<file path="config.mk">
export PLATFORM = sky130hd
export DESIGN_NAME = prog_load_ctrl
export DESIGN_NICKNAME = d
export VERILOG_FILES = /design/src/rtl/prog_load_ctrl_pkg.sv /design/src/rtl/prog_image_buf.sv /design/src/rtl/prog_load_ctrl.sv
export SDC_FILE = /design/constraint.sdc
export NUM_CORES = 2
export LEC_CHECK = 0
export CORE_ASPECT_RATIO = 0.7
export CORE_MARGIN = 5
export CORE_UTILIZATION = 55
export DETAILED_ROUTE_END_ITERATION = 7
export PLACE_DENSITY = 0.71
export SLEW_MARGIN = 20
export SYNTH_ARGS = -nofsm -noshare
export SYNTH_HDL_FRONTEND = slang
export SYNTH_SLANG_ARGS = --single-unit
</file>
<file path="constraint.sdc">
create_clock -name clk -period 5.2 [get_ports clk]
set_input_delay 1.04 -clock clk [delete_from_list [all_inputs] [get_ports clk]]
set_output_delay 1.04 -clock clk [all_outputs]
set_load 0.1 [all_outputs]
</file>
<file path="src/rtl/prog_load_ctrl_pkg.sv">
// Shared definitions for the program-load controller.
//   state_t      : controller states
//   ERR_*        : err_code values reported to the host
//   HDR_*        : bit positions of the I/D counts inside the header word
//   hdr_total()  : 17-bit I+D sum so oversized 16-bit fields cannot wrap
package prog_load_ctrl_pkg;

    typedef enum logic [2:0] {
        IDLE,
        COLLECT,
        PRESET,
        STREAM_I,
        STREAM_D,
        RUN,
        DONE,
        ERROR
    } state_t;

    localparam logic [1:0] ERR_NONE    = 2'd0;
    localparam logic [1:0] ERR_ZERO_I  = 2'd1;
    localparam logic [1:0] ERR_OVF     = 2'd2;
    localparam logic [1:0] ERR_TIMEOUT = 2'd3;

    localparam int HDR_I_LSB = 0;
    localparam int HDR_I_MSB = 15;
    localparam int HDR_D_LSB = 16;
    localparam int HDR_D_MSB = 31;

    function automatic logic [16:0] hdr_total(input logic [31:0] hdr);
        return {1'b0, hdr[HDR_I_MSB:HDR_I_LSB]} + {1'b0, hdr[HDR_D_MSB:HDR_D_LSB]};
    endfunction

endpackage

</file>
<file path="src/rtl/prog_image_buf.sv">
// Program image buffer: DEPTH x 32 RAM, one write port, one registered read port.
//   clk    : clock
//   we     : write enable, waddr/wdata : write address / data
//   re     : read enable,  raddr       : read address
//   rdata  : read data, valid the clock after re
module prog_image_buf #(
    parameter int DEPTH = 64,
    parameter int AW    = 6
) (
    input  logic          clk,
    input  logic          we,
    input  logic [AW-1:0] waddr,
    input  logic [31:0]   wdata,
    input  logic          re,
    input  logic [AW-1:0] raddr,
    output logic [31:0]   rdata
);

    logic [31:0] mem [DEPTH];

    // No reset: contents are only read back after being written by a load.
    always_ff @(posedge clk) begin
        if (we) mem[waddr] <= wdata;
        if (re) rdata <= mem[raddr];
    end

endmodule

</file>
<file path="src/rtl/prog_load_ctrl.sv">
// Boot/sequencing controller in front of the processor core.
// Collects a host image (header + I instruction words + D data words) into a
// buffer, replays it gap-free to the processor load port, then runs the core
// until end_signal or a watchdog timeout.
//   clk, reset            : clock, async active-low reset
//   in_valid/in_ready/in_data : host word stream (first word is the header)
//   ack                   : host clears DONE/ERROR
//   proc_reset            : one-cycle reset pulse to the processor
//   new_instruction/add_into : processor load port (add_into 1 = data memory)
//   start_signal/end_signal  : processor run enable / completion
//   busy, done, error, err_code, run_cycles : status to host
module prog_load_ctrl
    import prog_load_ctrl_pkg::*;
#(
    parameter int          DEPTH          = 64,
    parameter int          AW             = 6,
    parameter int unsigned MAX_RUN_CYCLES = 100000
) (
    input  logic        clk,
    input  logic        reset,
    input  logic        in_valid,
    output logic        in_ready,
    input  logic [31:0] in_data,
    input  logic        ack,
    output logic        proc_reset,
    output logic [31:0] new_instruction,
    output logic        add_into,
    output logic        start_signal,
    input  logic        end_signal,
    output logic        busy,
    output logic        done,
    output logic        error,
    output logic [1:0]  err_code,
    output logic [31:0] run_cycles
);

    localparam logic [16:0]   DEPTH17 = 17'(DEPTH);
    localparam logic [31:0]   MAX32   = 32'(MAX_RUN_CYCLES);
    localparam logic [AW-1:0] WLAST   = AW'(DEPTH - 1);

    state_t        state_q, state_d;
    logic [1:0]    err_q, err_d;
    logic          out_en_q;          // holds in_ready low until the first clock after reset
    logic [AW-1:0] wptr_q;
    logic [AW:0]   wcnt_q, wcnt_nxt;  // words accepted; one bit wider than wptr to reach DEPTH
    logic [AW:0]   rptr_q;            // next word to read; one ahead of the word on the port
    logic [AW:0]   icnt_q, dcnt_q, tot;
    logic [31:0]   run_cycles_q, run_nxt;

    logic [15:0]   hdr_i;
    logic [16:0]   hdr_sum;
    logic          xfer;
    logic          buf_we, buf_re;
    logic [31:0]   buf_rdata;

    assign hdr_i    = in_data[HDR_I_MSB:HDR_I_LSB];
    assign hdr_sum  = hdr_total(in_data);
    assign in_ready = out_en_q && (state_q == IDLE || state_q == COLLECT);
    assign xfer     = in_valid && in_ready;
    assign tot      = icnt_q + dcnt_q;
    assign wcnt_nxt = wcnt_q + 1'b1;
    assign run_nxt  = run_cycles_q + 32'd1;

    assign buf_we = (state_q == COLLECT) && xfer;
    // Read runs from PRESET onward so word 0 is already registered when STREAM_I starts.
    assign buf_re = (state_q == PRESET) || (state_q == STREAM_I) || (state_q == STREAM_D);

    prog_image_buf #(.DEPTH(DEPTH), .AW(AW)) u_buf (
        .clk   (clk),
        .we    (buf_we),
        .waddr (wptr_q),
        .wdata (in_data),
        .re    (buf_re),
        .raddr (rptr_q[AW-1:0]),
        .rdata (buf_rdata)
    );

    always_comb begin
        state_d = state_q;
        err_d   = err_q;
        unique case (state_q)
            IDLE: begin
                if (xfer) begin
                    if (hdr_i == 16'd0) begin
                        state_d = ERROR;
                        err_d   = ERR_ZERO_I;
                    end else if (hdr_sum > DEPTH17) begin
                        state_d = ERROR;
                        err_d   = ERR_OVF;
                    end else begin
                        state_d = COLLECT;
                    end
                end
            end
            COLLECT: if (xfer && wcnt_nxt == tot) state_d = PRESET;
            PRESET:  state_d = STREAM_I;
            // rptr_q == k+1 while word k is on the port.
            STREAM_I: if (rptr_q == icnt_q) state_d = (dcnt_q == '0) ? RUN : STREAM_D;
            STREAM_D: if (rptr_q == tot) state_d = RUN;
            RUN: begin
                if (end_signal) begin
                    state_d = DONE;
                end else if (run_nxt == MAX32) begin
                    state_d = ERROR;
                    err_d   = ERR_TIMEOUT;
                end
            end
            DONE: if (ack) state_d = IDLE;
            ERROR: begin
                if (ack) begin
                    state_d = IDLE;
                    err_d   = ERR_NONE;
                end
            end
            default: state_d = IDLE;
        endcase
    end

    always_ff @(posedge clk or negedge reset) begin
        if (!reset) begin
            state_q      <= IDLE;
            err_q        <= ERR_NONE;
            out_en_q     <= 1'b0;
            wptr_q       <= '0;
            wcnt_q       <= '0;
            rptr_q       <= '0;
            icnt_q       <= '0;
            dcnt_q       <= '0;
            run_cycles_q <= '0;
        end else begin
            state_q  <= state_d;
            err_q    <= err_d;
            out_en_q <= 1'b1;
            if (state_q == IDLE && xfer) begin
                icnt_q       <= hdr_i[AW:0];
                dcnt_q       <= in_data[HDR_D_LSB +: AW+1];
                wptr_q       <= '0;
                wcnt_q       <= '0;
                rptr_q       <= '0;
                run_cycles_q <= '0;
            end
            if (buf_we) begin
                wptr_q <= (wptr_q == WLAST) ? '0 : wptr_q + 1'b1;
                wcnt_q <= wcnt_nxt;
            end
            if (buf_re) rptr_q <= rptr_q + 1'b1;
            if (state_q == RUN) run_cycles_q <= run_nxt;
        end
    end

    assign proc_reset      = (state_q == PRESET);
    assign new_instruction = (state_q == STREAM_I || state_q == STREAM_D) ? buf_rdata : 32'd0;
    assign add_into        = (state_q == STREAM_D) || (state_q == RUN && dcnt_q != '0);
    assign start_signal    = (state_q == RUN);
    assign busy            = !(state_q == IDLE || state_q == DONE || state_q == ERROR);
    assign done            = (state_q == DONE);
    assign error           = (state_q == ERROR);
    assign err_code        = err_q;
    assign run_cycles      = run_cycles_q;

endmodule

</file>
======== After elaboration in Yosys (flattened, before gate mapping) ========
Memories as Yosys holds them, arrays and structs flattened. A register that Yosys moved wholly into a read port is not among the register bits.
Cells that the tools add are included.
storage, ports and cells
  register bits after elaboration ......... 72
  memory bits (writable) .................. 2048
  input bits .............................. 37
  word-level logic and storage cells ...... 93
  memories ................................ 1
memory list
  name       words  bits a word  rd ports  clocked after memory_dff  write ports  line                  RTL
  u_buf.mem  64     32           1         1                         1            prog_image_buf.sv:19  logic [31:0] mem [DEPTH];
cells by class
  add/sub/neg operators ................... 6
  order comparisons ....................... 1
  equality and inequality tests ........... 22
  multiplexer cells ....................... 29
  reductions and logical operators ........ 25
operators by type and width
  kind                   number
  $mux 32                3
  $add 32x1->32 const B  1
  $eq 32x17->1 const B   1
  $mux 3                 9
  $eq 7x7->1             3
  $mux 7                 3
  $pmux 3 s7             1
  $mux 6                 3
  $add 16x16->17         1
  $gt 17x7->1 const B    1
  $logic_not 16->1       1
  $add 7x1->7 const B    2
  $eq 3x3->1 const B     4
  $mux 2                 6
  $reduce_and 6->1       2
  $ne 2x1->1 const B     5
  $add 7x7->7            1
  $logic_not 7->1        1
  $logic_or 1x1->1       7
  $reduce_bool 7->1      1
  $add 6x1->6 const B    1
  $eq 3x2->1 const B     2
  $eq 6x6->1 const B     1
  $logic_and 1x1->1      6
  other kinds (10)       17

======== Depth between registers and ports, before layout ========
  depth in word-level cells ............... 7
  depth in mapped cells ................... 11
  mapped depth without buffers ............ 11

======== Hierarchy ========
A second synthesis with hierarchy kept.
second synthesis, totals
  cell total of the unflattened synthesis .. 4063
  area total of the unflattened synthesis .. 84685.0 um^2
by module, submodules not included
  module          instances  cells an instance  area each (um^2)  seq. area each (um^2)
  prog_image_buf  1          3324               78835.6           62459.9
  prog_load_ctrl  1          739                5849.4            1801.7

======== Worst setup path after synthesis ========
OpenSTA, ideal clock, no wires.
  kind .................................... register -> register
  start point ............................. register state_q[2]
  end point ............................... memory u_buf.mem[61][0] (enable)
  library setup time ...................... 0.421 ns
  arrival time ............................ 5.286 ns
  path slack .............................. -0.508 ns
  stages on the path, launching flop included .. 6
  path buffers ............................ 0
  cells stage by stage .................... dfrtp_1 -> nor3b_1 -> nand2_1 -> nor2_1 -> nand3_1 -> nor2_1
on the way
  longest elaborated chain between the ends .. 7
ends and longest elaborated chain
  what                                                  line                   RTL
  start, declared                                       prog_load_ctrl.sv:41   state_t state_q, state_d;
  start signal, assigned                                prog_load_ctrl.sv:131  state_q <= state_d;
  $eq 3x1->1 / $logic_not 3->1 (equally long branches)  prog_load_ctrl.sv:58   assign in_ready = out_en_q && (state_q == IDLE || state_q == COLLECT);
  $logic_or 1x1->1 (*)                                  prog_load_ctrl.sv:58
  $logic_and 1x1->1 (*)                                 prog_load_ctrl.sv:58
  named net in_ready                                    prog_load_ctrl.sv:22   output logic in_ready,
  $logic_and 1x1->1 (*)                                 prog_load_ctrl.sv:59   assign xfer = in_valid && in_ready;
  $logic_and 1x1->1 (*)                                 prog_load_ctrl.sv:64   assign buf_we = (state_q == COLLECT) && xfer;
  $mux 1 (*)                                            prog_image_buf.sv:23   if (we) mem[waddr] <= wdata;
  $mux 1 (implied by the code) (*)                      prog_image_buf.sv:23
  end, declared                                         prog_image_buf.sv:19
Mark *: on every way through the listed nets, which the timed path passes. The rest lies on a longest branch.

======== Final worst setup path ========
  start point ............................. register state_q[1]
  end point ............................... output port busy
on the way
  longest elaborated chain between the ends .. 4
ends and longest elaborated chain
  what                                                  line                   RTL
  $eq 3x3->1 / $logic_not 3->1 (equally long branches)  prog_load_ctrl.sv:155  assign busy = !(state_q == IDLE || state_q == DONE || state_q == ERROR);
  $logic_or 1x1->1                                      prog_load_ctrl.sv:155
  $logic_or 1x1->1 (*)                                  prog_load_ctrl.sv:155
  $logic_not 1->1 (*)                                   prog_load_ctrl.sv:155
  end, declared                                         prog_load_ctrl.sv:30   output logic busy,
Every way passes the cells marked *; elsewhere a longest branch is shown, timed or not.

==> flow_summary.ini <==
[run_status]
outcome = finished, final reports clean

[place]
hpwl_um = 126000
dpl_cell_area_um2 = 89300
gp_congestion = 0.898
port_buffers = 109

[global_route]
grt_pass1_vias = 40567
grt-ovfl-total = 0
grt_pass1_wl_um = 305000
groute.usage.overall_pct = 26.7
antenna_found_initial = 16
grt_max_degree = 73

[route]
wire_per_inst_um = 34.7
route.detailed.drc = 0
ant_nets = 0
drt_iter0_markers = 6591
vias_per_cell = 6.77
vias = 41728
drt-total-wl_um = 214000
firstDrtPassIters = 6

[critical_path]
cp-end-kind = output port
crit_family = buffers and inverters
path_cells = nor3_1, a21oi_1, clkdlybuf4s50_1
cp_num_buf_inv = 1
required_ps = 4160
max_stage_delay_ps = 1180
worstSetupStartpointType = flip-flop
worst-setup-path-type = flip-flop to output port
cp.arrival_ps = 3180
cp_slowest_cell = clkdlybuf4s50_1
r2r_slack_ps = 1490
crit_fanout = 22

[timing]
min_period_over_period_pct = 81.2
finalSetupViolCount = 0
timing.hold.ws_ps = 403
worst_slew_pin_slew_ps = 1130
max_clock_freq_mhz = 237
setup_tns_ps = 0
worst_clock_skew_ps = 32.9
slew-limit-headroom_pct = 24.4
hold_viol = 0
fin_crit_ps = 4220
rsz0062_at_grt = false
maxSlewViolCount = 0

[clock_network]
post_cts_buffers = 0
h-tree-depth = 4
cts_resized = 0
cts_tree = yes
numCtsBuffers = 191
clk_pin_slew_ps = 60
cts.path.max_buffers = 3
cts-root-buf = clkbuf_16
cts_sinks = 2152
clkLatencyLatePin_ps = 820
ctsHoldBuffers = 0

[final_layout]
syn2layout_area_growth_pct = 12.9
drive_gt1_share_pct = 30.1
finish.instance_area_um2 = 95200
nets = 4066
final_cell_mix = edfxtp_1 (2080), mux4_2 (672), clkbuf_16 (196)
final_common_cell = edfxtp_1

[synth]
synth_warnings = 0
ys_ff_latch = 2152
yosys_most_used_dff = edfxtp_1
avgSynthCellArea_um2 = 22.6
yosysSeqAreaShare_pct = 76.1
synth_edf_count = 2080
yosysUniqueCellTypes = 74
netlist_instances = 3734
synthArstFlopShare_pct = 3.35
syn_area_um2 = 84400
syn_nets = 3799

[floorplan]
die_h_um = 338
die_x_um = 478
initial_core_util_pct = 55.3
rows = 120
io_pins = 110
dieArea_um2 = 162000
coreArea_um2 = 153000

[pwr]
peakVddDrop_mv = 0.496
p_leak_nw = 29.5
p_total_w = 0.0475
power.density_nw_per_um2 = 499

[run]
drv_cap = 0

[min_path]
worstHoldPathType = input port to async pin
stage by stage:
step,setup WS [ps],instances,util (%)
after floorplan,638,3734,-
after detailed placement,861,5821,58.5
after global routing,838,6160,62.4
after CTS,936,6160,62.4
after global placement,828,5821,58.5
final,978,6161,62.4
synthesized netlist by cell type, types with 8 or more instances:
master,count,area share (%)
buf_2,14,0.083
dfrtp_1,72,2.1
and2_1,36,0.27
nor4_1,14,0.10
a21oi_1,40,0.24
nand4_1,19,0.14
nor2_1,116,0.52
nand2b_1,8,0.059
xor2_1,19,0.20
buf_1,45,0.20
nor2b_1,12,0.089
nor3_1,12,0.071
nand3_1,36,0.21
ha_1,26,0.39
nand2_1,111,0.49
and3_1,15,0.11
o31ai_1,13,0.12
xnor2_1,29,0.30
a31oi_1,15,0.11
edfxtp_1,2080,74
mux4_2,672,18
o21ai_0,80,0.47
clkbuf_1,140,0.62
report_power, final:
| part | leakage, nW | internal, W | total [W] | switching (W) |
|---|---|---|---|---|
| clock | 2.87 | 0.00754 | 0.0136 | 0.00607 |
| combinational | 6.95 | 0.00602 | 0.0139 | 0.00787 |
| sequential | 19.7 | 0.0194 | 0.0200 | 0.000594 |
kinds of logic after synthesis:
kind of cell,synth area share (%)
other cells,0.00444
mux,18.0
xor+xnor,0.498
flops,76.1
compound gates,1.49
simple gates,2.43
fa+ha+maj,0.433
buf+inv,0.974
sequential cells by signal, summed over array words and instances (netlist names):
signal / count
wptr_q: 6
icnt_q: 7
out_en_q: 1
u_buf.mem: 2048
u_buf.rdata: 32
rptr_q: 7
dcnt_q: 7
err_code: 2
wcnt_q: 7
state_q: 3
run_cycles: 32
final cells by class:
| type | instances | area [um2] |
|---|---|---|
| clock buffers | 250 | 5160 |
| fillers | 10030 | 57500 |
| inverters | 6 | 22.5 |
| well taps | 2013 | 2520 |
| flip-flops and latches | 2152 | 64300 |
| diodes | 1 | 2.50 |
| repair buffers | 278 | 2720 |
| multi-input cells | 1372 | 19800 |
| clock inverters | 89 | 748 |
layer usage:
metal | global-route usage (%) | share of wire (%) | vias up
met3 | 6.74 | 13 | 289
met5 | 0 | 0 | -
met2 | 38.3 | 44 | 2742
met1 | 41.8 | 41 | 22266
met4 | 6.96 | 2.4 | 0
li1 | - | - | 16431
final timing paths:
check                                     end  depth (start not counted)     startpoint
min in group clk                    wcnt_q[6]                          1      wcnt_q[6]
worst max-delay path                     busy                          3     state_q[1]
worst max register to register    err_code[0]                         10  run_cycles[0]
worst min register to register      wcnt_q[6]                          1      wcnt_q[6]
max in group asynchronous           rptr_q[2]                          1          reset
worst min-delay path            run_cycles[9]                          1          reset
No activity file was read; power rests on OpenSTA's default activity.
